**config.mk**
```make
export PLATFORM = sky130hd
export DESIGN_NAME = score_digit_renderer
export DESIGN_NICKNAME = d
export VERILOG_FILES = /design/src/rtl/score_digit_renderer.sv
export SDC_FILE = /design/constraint.sdc
export NUM_CORES = 1
export LEC_CHECK = 0
export ABC_CLOCK_PERIOD_IN_PS = 1900
export BUFFER_PORTS_ARGS = -buffer_cell sky130_fd_sc_hd__buf_2
export CAP_MARGIN = 20
export CORE_UTILIZATION = 57
export DETAILED_ROUTE_END_ITERATION = 8
export PLACE_DENSITY = 0.89
export SYNTH_ARGS = -nofsm -noshare
export SYNTH_HDL_FRONTEND = slang
export SYNTH_SLANG_ARGS = --single-unit
```
**constraint.sdc**
```tcl
create_clock -name i_clk -period 1.9 [get_ports i_clk]
set_input_delay 0.285 -clock i_clk [delete_from_list [all_inputs] [get_ports i_clk]]
set_output_delay 0.285 -clock i_clk [all_outputs]
set_load 0.02 [all_outputs]
```
**src/rtl/score_digit_renderer.sv**
```systemverilog
// Score-to-BCD converter (sequential shift-add-3) and 4-digit glyph addresser
// feeding the digit ROM, with a two-stage registered pixel-on output.
module score_digit_renderer #(
  parameter int unsigned X0      = 480,
  parameter int unsigned Y0      = 16,
  parameter int unsigned GLYPH_W = 30,
  parameter int unsigned GLYPH_H = 40
) (
  input  logic        i_clk,
  input  logic        i_rst_n,
  input  logic [9:0]  i_h_cnt,
  input  logic [9:0]  i_v_cnt,
  input  logic [13:0] i_score,
  input  logic        i_score_valid,
  output logic        o_busy,
  output logic [4:0]  o_x,
  output logic [5:0]  o_y,
  output logic [3:0]  o_type,
  input  logic        i_dot,
  output logic        o_in_field,
  output logic        o_dot_on
);
  // state  | meaning
  // IDLE   | waiting for a new or pending score
  // SHIFT  | 14 add-3/shift steps over the binary value
  // COMMIT | copy BCD result into the displayed digits
  typedef enum logic [1:0] {IDLE, SHIFT, COMMIT} state_t;

  localparam logic [9:0] FX0 = 10'(X0);
  localparam logic [9:0] FX1 = 10'(X0 + GLYPH_W);
  localparam logic [9:0] FX2 = 10'(X0 + 2 * GLYPH_W);
  localparam logic [9:0] FX3 = 10'(X0 + 3 * GLYPH_W);
  localparam logic [9:0] FX4 = 10'(X0 + 4 * GLYPH_W);
  localparam logic [9:0] FY0 = 10'(Y0);
  localparam logic [9:0] FY1 = 10'(Y0 + GLYPH_H);

  state_t      state;
  logic [3:0]  cnt;
  logic [29:0] work;       // {bcd[15:0], binary[13:0]}
  logic [29:0] work_adj;
  logic [13:0] pend_val;
  logic [13:0] score_sat;
  logic        pending;
  logic [15:0] digits;     // thousands in [15:12]

  assign score_sat = (i_score > 14'd9999) ? 14'd9999 : i_score;

  always_comb begin
    work_adj = work;
    for (int n = 0; n < 4; n++) begin
      if (work[14+4*n +: 4] >= 4'd5)
        work_adj[14+4*n +: 4] = work[14+4*n +: 4] + 4'd3;
    end
  end

  always_ff @(posedge i_clk or negedge i_rst_n) begin
    if (!i_rst_n) begin
      state    <= IDLE;
      cnt      <= '0;
      work     <= '0;
      pend_val <= '0;
      pending  <= 1'b0;
      digits   <= '0;
      o_busy   <= 1'b0;
    end else begin
      case (state)
        IDLE: begin
          o_busy <= pending | i_score_valid;
          if (pending) begin
            work    <= {16'd0, pend_val};
            cnt     <= '0;
            pending <= 1'b0;
            state   <= SHIFT;
          end
        end
        SHIFT: begin
          o_busy <= 1'b1;
          work   <= work_adj << 1;
          cnt    <= cnt + 4'd1;
          if (cnt == 4'd13) state <= COMMIT;
        end
        COMMIT: begin
          o_busy <= pending | i_score_valid;
          digits <= work[29:14];
          state  <= IDLE;
        end
        default: state <= IDLE;
      endcase
      // Every strobe goes through the pending slot; last value wins.
      if (i_score_valid) begin
        pend_val <= score_sat;
        pending  <= 1'b1;
      end
    end
  end

  logic       field;
  logic       visible;
  logic       in_field_s1;
  logic [1:0] k;
  logic [4:0] x_base;
  logic [3:0] dig;

  always_comb begin
    field = (i_h_cnt >= FX0) && (i_h_cnt < FX4) && (i_v_cnt >= FY0) && (i_v_cnt < FY1);
    if (i_h_cnt < FX1)      begin k = 2'd0; x_base = FX0[4:0]; end
    else if (i_h_cnt < FX2) begin k = 2'd1; x_base = FX1[4:0]; end
    else if (i_h_cnt < FX3) begin k = 2'd2; x_base = FX2[4:0]; end
    else                    begin k = 2'd3; x_base = FX3[4:0]; end
    case (k)
      2'd0:    begin dig = digits[15:12]; visible = digits[15:12] != 4'd0; end
      2'd1:    begin dig = digits[11:8];  visible = digits[15:8]  != 8'd0; end
      2'd2:    begin dig = digits[7:4];   visible = digits[15:4]  != 12'd0; end
      default: begin dig = digits[3:0];   visible = 1'b1; end
    endcase
  end

  // Offsets fit in the low bits, so subtract on truncated operands.
  always_ff @(posedge i_clk or negedge i_rst_n) begin
    if (!i_rst_n) begin
      o_x         <= '0;
      o_y         <= '0;
      o_type      <= '0;
      in_field_s1 <= 1'b0;
      o_in_field  <= 1'b0;
      o_dot_on    <= 1'b0;
    end else begin
      if (field) begin
        o_x    <= i_h_cnt[4:0] - x_base;
        o_y    <= i_v_cnt[5:0] - FY0[5:0];
        o_type <= dig;
      end else begin
        o_x    <= '0;
        o_y    <= '0;
        o_type <= '0;
      end
      in_field_s1 <= field & visible;
      o_in_field  <= in_field_s1;
      o_dot_on    <= in_field_s1 & i_dot;
    end
  end
endmodule

```
---- Yosys cells after proc, flatten, opt, wreduce, memory -nomap -nowiden ----
Cells that the tools add are included.
word-level totals
  bits in writable memories ............... 0
  flip-flop bits (word level) ............. 86
  bits in latches ......................... 0
  bits in read-only memories .............. 0
  memories ................................ 0
  input bits .............................. 38
operators by class
  div/mod/pow operators ................... 0
  equal/unequal tests ..................... 7
  multiply operators ...................... 0
  multiplexer cells ....................... 26
  add/sub/neg operators ................... 7
  shift operators ......................... 0
  bitwise operators ....................... 3
  $lt $le $gt $ge ......................... 12
  reductions and logical operators ........ 14
operators by type and width
  kind                                                                                  count
  30-bit one-hot mux with 2 select lines                                                1
  10-bit less-than comparator, second input constant                                    3
  30-bit 2-to-1 mux                                                                     1
  4-bit 2-to-1 mux                                                                      5
  4-bit by 3-bit greater-or-equal comparator with 1-bit output, second input constant   4
  14-bit greater-than comparator, second input constant                                 1
  14-bit 2-to-1 mux                                                                     1
  4-bit by 2-bit adder with 4-bit output, second input constant                         3
  4-bit one-hot mux with 3 select lines                                                 1
  12-bit nonzero test                                                                   1
  10-bit by 5-bit greater-or-equal comparator with 1-bit output, second input constant  1
  10-bit by 9-bit greater-or-equal comparator with 1-bit output, second input constant  1
  10-bit by 6-bit less-than comparator with 1-bit output, second input constant         1
  10-bit by 9-bit less-than comparator with 1-bit output, second input constant         1
  5-bit 2-to-1 mux                                                                      2
  3-bit 2-to-1 mux                                                                      3
  2-bit 2-to-1 mux                                                                      4
  4-bit one-hot mux with 2 select lines                                                 1
  8-bit nonzero test                                                                    1
  6-bit 2-to-1 mux                                                                      1
  2-bit nonzero test                                                                    3
  6-bit by 5-bit subtractor with 6-bit output, second input constant                    1
  5-bit subtractor                                                                      1
  4-bit by 1-bit adder with 4-bit output, second input constant                         1
  16 further kinds                                                                      26

---- Depth between registers and ports, before layout ----
  word-level depth ........................ 7
  gate-level depth with buffers ........... 8

---- Worst setup path after synthesis ----
Ideal clock, no wire load.
  path type ............................... input -> register
  start ................................... input i_h_cnt[8]
  end ..................................... register o_x[4]
  setup slack ............................. 18 ps
  setup time .............................. 125 ps
  arrival ................................. 1757 ps
  required time ........................... 1775 ps
  cell stages on the path ................. 8
  path through ............................ o31ai_1 o21a_1 nand2b_1 ha_1 a21o_1 a31oi_1 xnor3_1 nor2b_1
on the way
  word-level cells in the longest chain between the ends .. 6
  elaborated cells on any way between the ends .. 13
RTL lines
  element                      line  text
  start, declared              11    input logic [9:0] i_h_cnt,
  10-bit less-than comparator  108   else if (i_h_cnt < FX3) begin k = 2'd2; x_base = FX2[4:0]; end
  3-bit 2-to-1 mux             108
  3-bit 2-to-1 mux             107   else if (i_h_cnt < FX2) begin k = 2'd1; x_base = FX1[4:0]; end
  5-bit 2-to-1 mux             106   if (i_h_cnt < FX1) begin k = 2'd0; x_base = FX0[4:0]; end
  5-bit subtractor             129   o_x <= i_h_cnt[4:0] - x_base;
  5-bit 2-to-1 mux (*)         128   if (field) begin
  end signal, assigned         129
  end, declared                16    output logic [4:0] o_x,
Mark *: on every way between the ends. The rest lies on a longest branch, timed or not.
A chain may end at the register's enable or synchronous reset.

---- Worst setup path in the final report ----
  start ................................... input i_h_cnt[8]
  end ..................................... register o_x[3]
The elaborated chain is that of the path after synthesis.

==> qor.yml <==
global_route:
  antenna_found_initial: 0
  gr-total-overflow: 0
  grt_max_degree: 87
  grt_pass1_vias: 3236
  grt_pass1_wl_um: 14400
  grt_usage_pct: 24.7
critical_path:
  crit_family: "adder cells"
  crit_chain: "buf_2 > nor4_1 > a21boi_0 > a21oi_1 > ha_1 > inv_1 > fa_1 > xnor2_1 > nor2_2"
  worstPathMaxFanout: 4
  worstSetupEndpointType: "flop"
  path_buf_inv: 2
  startpoint_type: "input pin"
  path_class: "input pin to flop"
  crit_arrival_ns: 2.00
  cp-startpoint: "i_h_cnt[8]"
  slowest_delay_ns: 0.40
  cp_data_required_time_ns: 2.13
  reg2reg_from: "work[22]"
  cp_slowest_cell: "nor4_1"
finish:
  multi_input_area_um2: 1770
  ff_latch_area_um2: 2150
  area_growth_syn_to_layout_pct: 18.4
  fin_nets: 526
  final_cells: 572
  antenna_cells: 0
  fillers: 502
  final_util_pct: 70.8
  drive_gt1_share_pct: 24.8
clock_network:
  cts.htree.levels: 3
  cts_tree: "done"
  cts_num_sinks: 86
  root_buffer: "clkbuf_8"
  clkLatencyLatePin_ns: 0.36
  cts.reportedPaths.clkPinSlew_ns: 0.09
  cts.path.max_buffers: 2
  numCtsBuffers: 9
synthesis:
  synth_area_leaders: "dfrtp_1, o21ai_0, ha_1"
  syn_avg_cell_area_um2: 10.4
  ys_seq_area_share_pct: 52.4
  async_flop_share_pct: 100
  yosysUniqueCellTypes: 50
  synth_area_um2: 4110
  ys_warn_count: 0
  synth_top_area_share_pct: 52.4
  synth_ff_type: "dfrtp_1"
  synth_area_leader_cell: "dfrtp_1"
  synth.most_common_cell: "dfrtp_1"
  synth-edff-count: 0
  synth_common_cells: "dfrtp_1, o21ai_0, inv_1"
  postSynthCellCount: 396
  syn-num-nets: 451
  ys_ff_latch: 86
flow_run:
  drv_cap: 0
power:
  power_mw: 6.16
  vdd_ir_drop_max_v: 0.000840
  p_leak_nw: 2.31
  p_per_area_nw_per_um2: 1270
sta:
  period_share_pct: 92.8
  setup_ws_ns: 0.137
  finalHoldViolations: 0
  maxSlewViolCount: 0
  period_needed_ns: 1.76
  finalSetupViolCount: 0
  rsz0062_at_grt: "false"
  fin_worst_skew_ns: 0.0124
  fmax_mhz: 567
  whs_ns: 0.126
  tightest_slew_ns: 0.448
  max_slew_margin_pct: 69.4
detailed_routing:
  met2_length_um: 4260
  drt_pass1_iterations: 4
  vias: 3210
  m1WireLength_um: 3630
  drt_iter0_markers: 243
  totalWireLength_um: 8430
  met3_length_um: 352
  ant_nets: 0
  drc_errors: 0
  via_per_inst: 5.61
  post_drt_wl_per_cell_um: 14.7
  top_layer_used: "met4"
floorplanning:
  initial_core_util_pct: 59.8
  core_region_area_um2: 6870
  num_io_pins: 56
  rows: 30
  die_height_um: 86.9
  die-area_um2: 7550
  die-width_um: 86.9
placement:
  io_buffer_count: 55
  dp_hpwl_um: 5940
  gp_congestion: 0.820
  place_inst: 555
  pre_cts_ws_ns: -0.230
min_path:
  min_path_type: "input pin to flop"
  min_from: "i_score[1]"
status:
  outcome: "complete, no violations"
per-layer routing:
layer / vias to the layer above / track usage [%]
li1: 1544 / -
met1: 1547 / 29.5
met2: 102 / 43.5
met3: 17 / 5.31
met4: 0 / 10.2
met5: - / 0
flip-flops by register name (all words and copies together), names as in the netlist:
register and flops:
o_y 6, state 2, pending 1, o_x 5
o_in_field 1, o_busy 1, digits 16, o_type 4
pend_val 14, o_dot_on 1, cnt 4, in_field_s1 1
work 30
cell usage in the layout, fill, tap and decap left out, types with 2 or more instances in the layout:
cell type  netlist  routed
o31ai_1          4       4
mux2_2          12      12
nand4_1          2       2
a21oi_1         20      20
inv_6            0       2
nor4_1           6       6
o22a_1           7       7
xor2_1           4       4
a22o_1           3       3
buf_4            0      27
buf_2            4      54
a221oi_1         4       4
o21ai_0         49      49
dfrtp_1         86      86
nand2_1         28      28
nand3b_1         2       2
clkbuf_8         0      11
nand3_1          8       8
a22oi_1         13      13
nor2_2           3       3
nor3_1           4       4
o21a_1           2       2
nor2b_1         17      17
mux2i_1          2       2
o22ai_1          4       4
nor2_1          15      15
inv_1           29      29
xnor2_1          5       5
ha_1            16      16
nand2b_1         9       9
a211oi_1         4       4
metrics by stage:
stage	setup TNS, ns	cell area (µm²)
floorplan	0	4110
CTS	0	4860
finish	0	4860
global route	0	4860
global placement	-0.221	4640
detailed placement	-0.559	4640
where the power goes:
part	internal, mW	switching (mW)	total [mW]	leakage (nW)
logic	0.952	1.07	2.02	1.11
clock network	0.691	0.666	1.36	0.107
registers	2.32	0.454	2.78	1.10
layout make-up:
| cell class | instances | share of cell area, % |
|---|---|---|
| clock buffers | 11 | 3.11 |
| clock inverters | 5 | 1.31 |
| inverters | 29 | 2.24 |
| multi-input cells | 262 | 36.3 |
| flip-flops and latches | 86 | 44.2 |
| well taps | 96 | 2.47 |
| repair buffers | 83 | 10.3 |
repair_timing:
action                                 in CTS  in global routing
setup buffers                               0                  0
hold buffers                                1                  0
endpoints found under the hold margin      86                  0
gates resized for setup                     0                  0
worst paths after layout:
path | slack [ns] | to | cells after the start
worst max-delay path | 0.14 | o_x[3] | 9
worst min-delay path | 0.13 | pend_val[1] | 2
worst max register to register | 0.15 | work[24] | 6
worst min register to register | 0.38 | o_in_field | 0
max in group asynchronous | 1.04 | digits[3] | 3
min in group asynchronous | 0.51 | o_x[2] | 3
kinds of logic (layout without fill, tap and decap cells):
family                   Yosys count  count (layout)  synth area share (%)
XOR/XNOR                          10              10                  2.47
flip-flops                        86              86                  52.4
AO/OA/AOI/OAI                    122             122                  18.8
AND/OR/NAND/NOR                   99              99                  12.5
adder cells (fa/ha/maj)           17              17                  5.36
buffers and inverters             48             128                  4.69
multiplexers                      14              14                  3.77
Note: power is estimated with default switching activity, not from simulation.
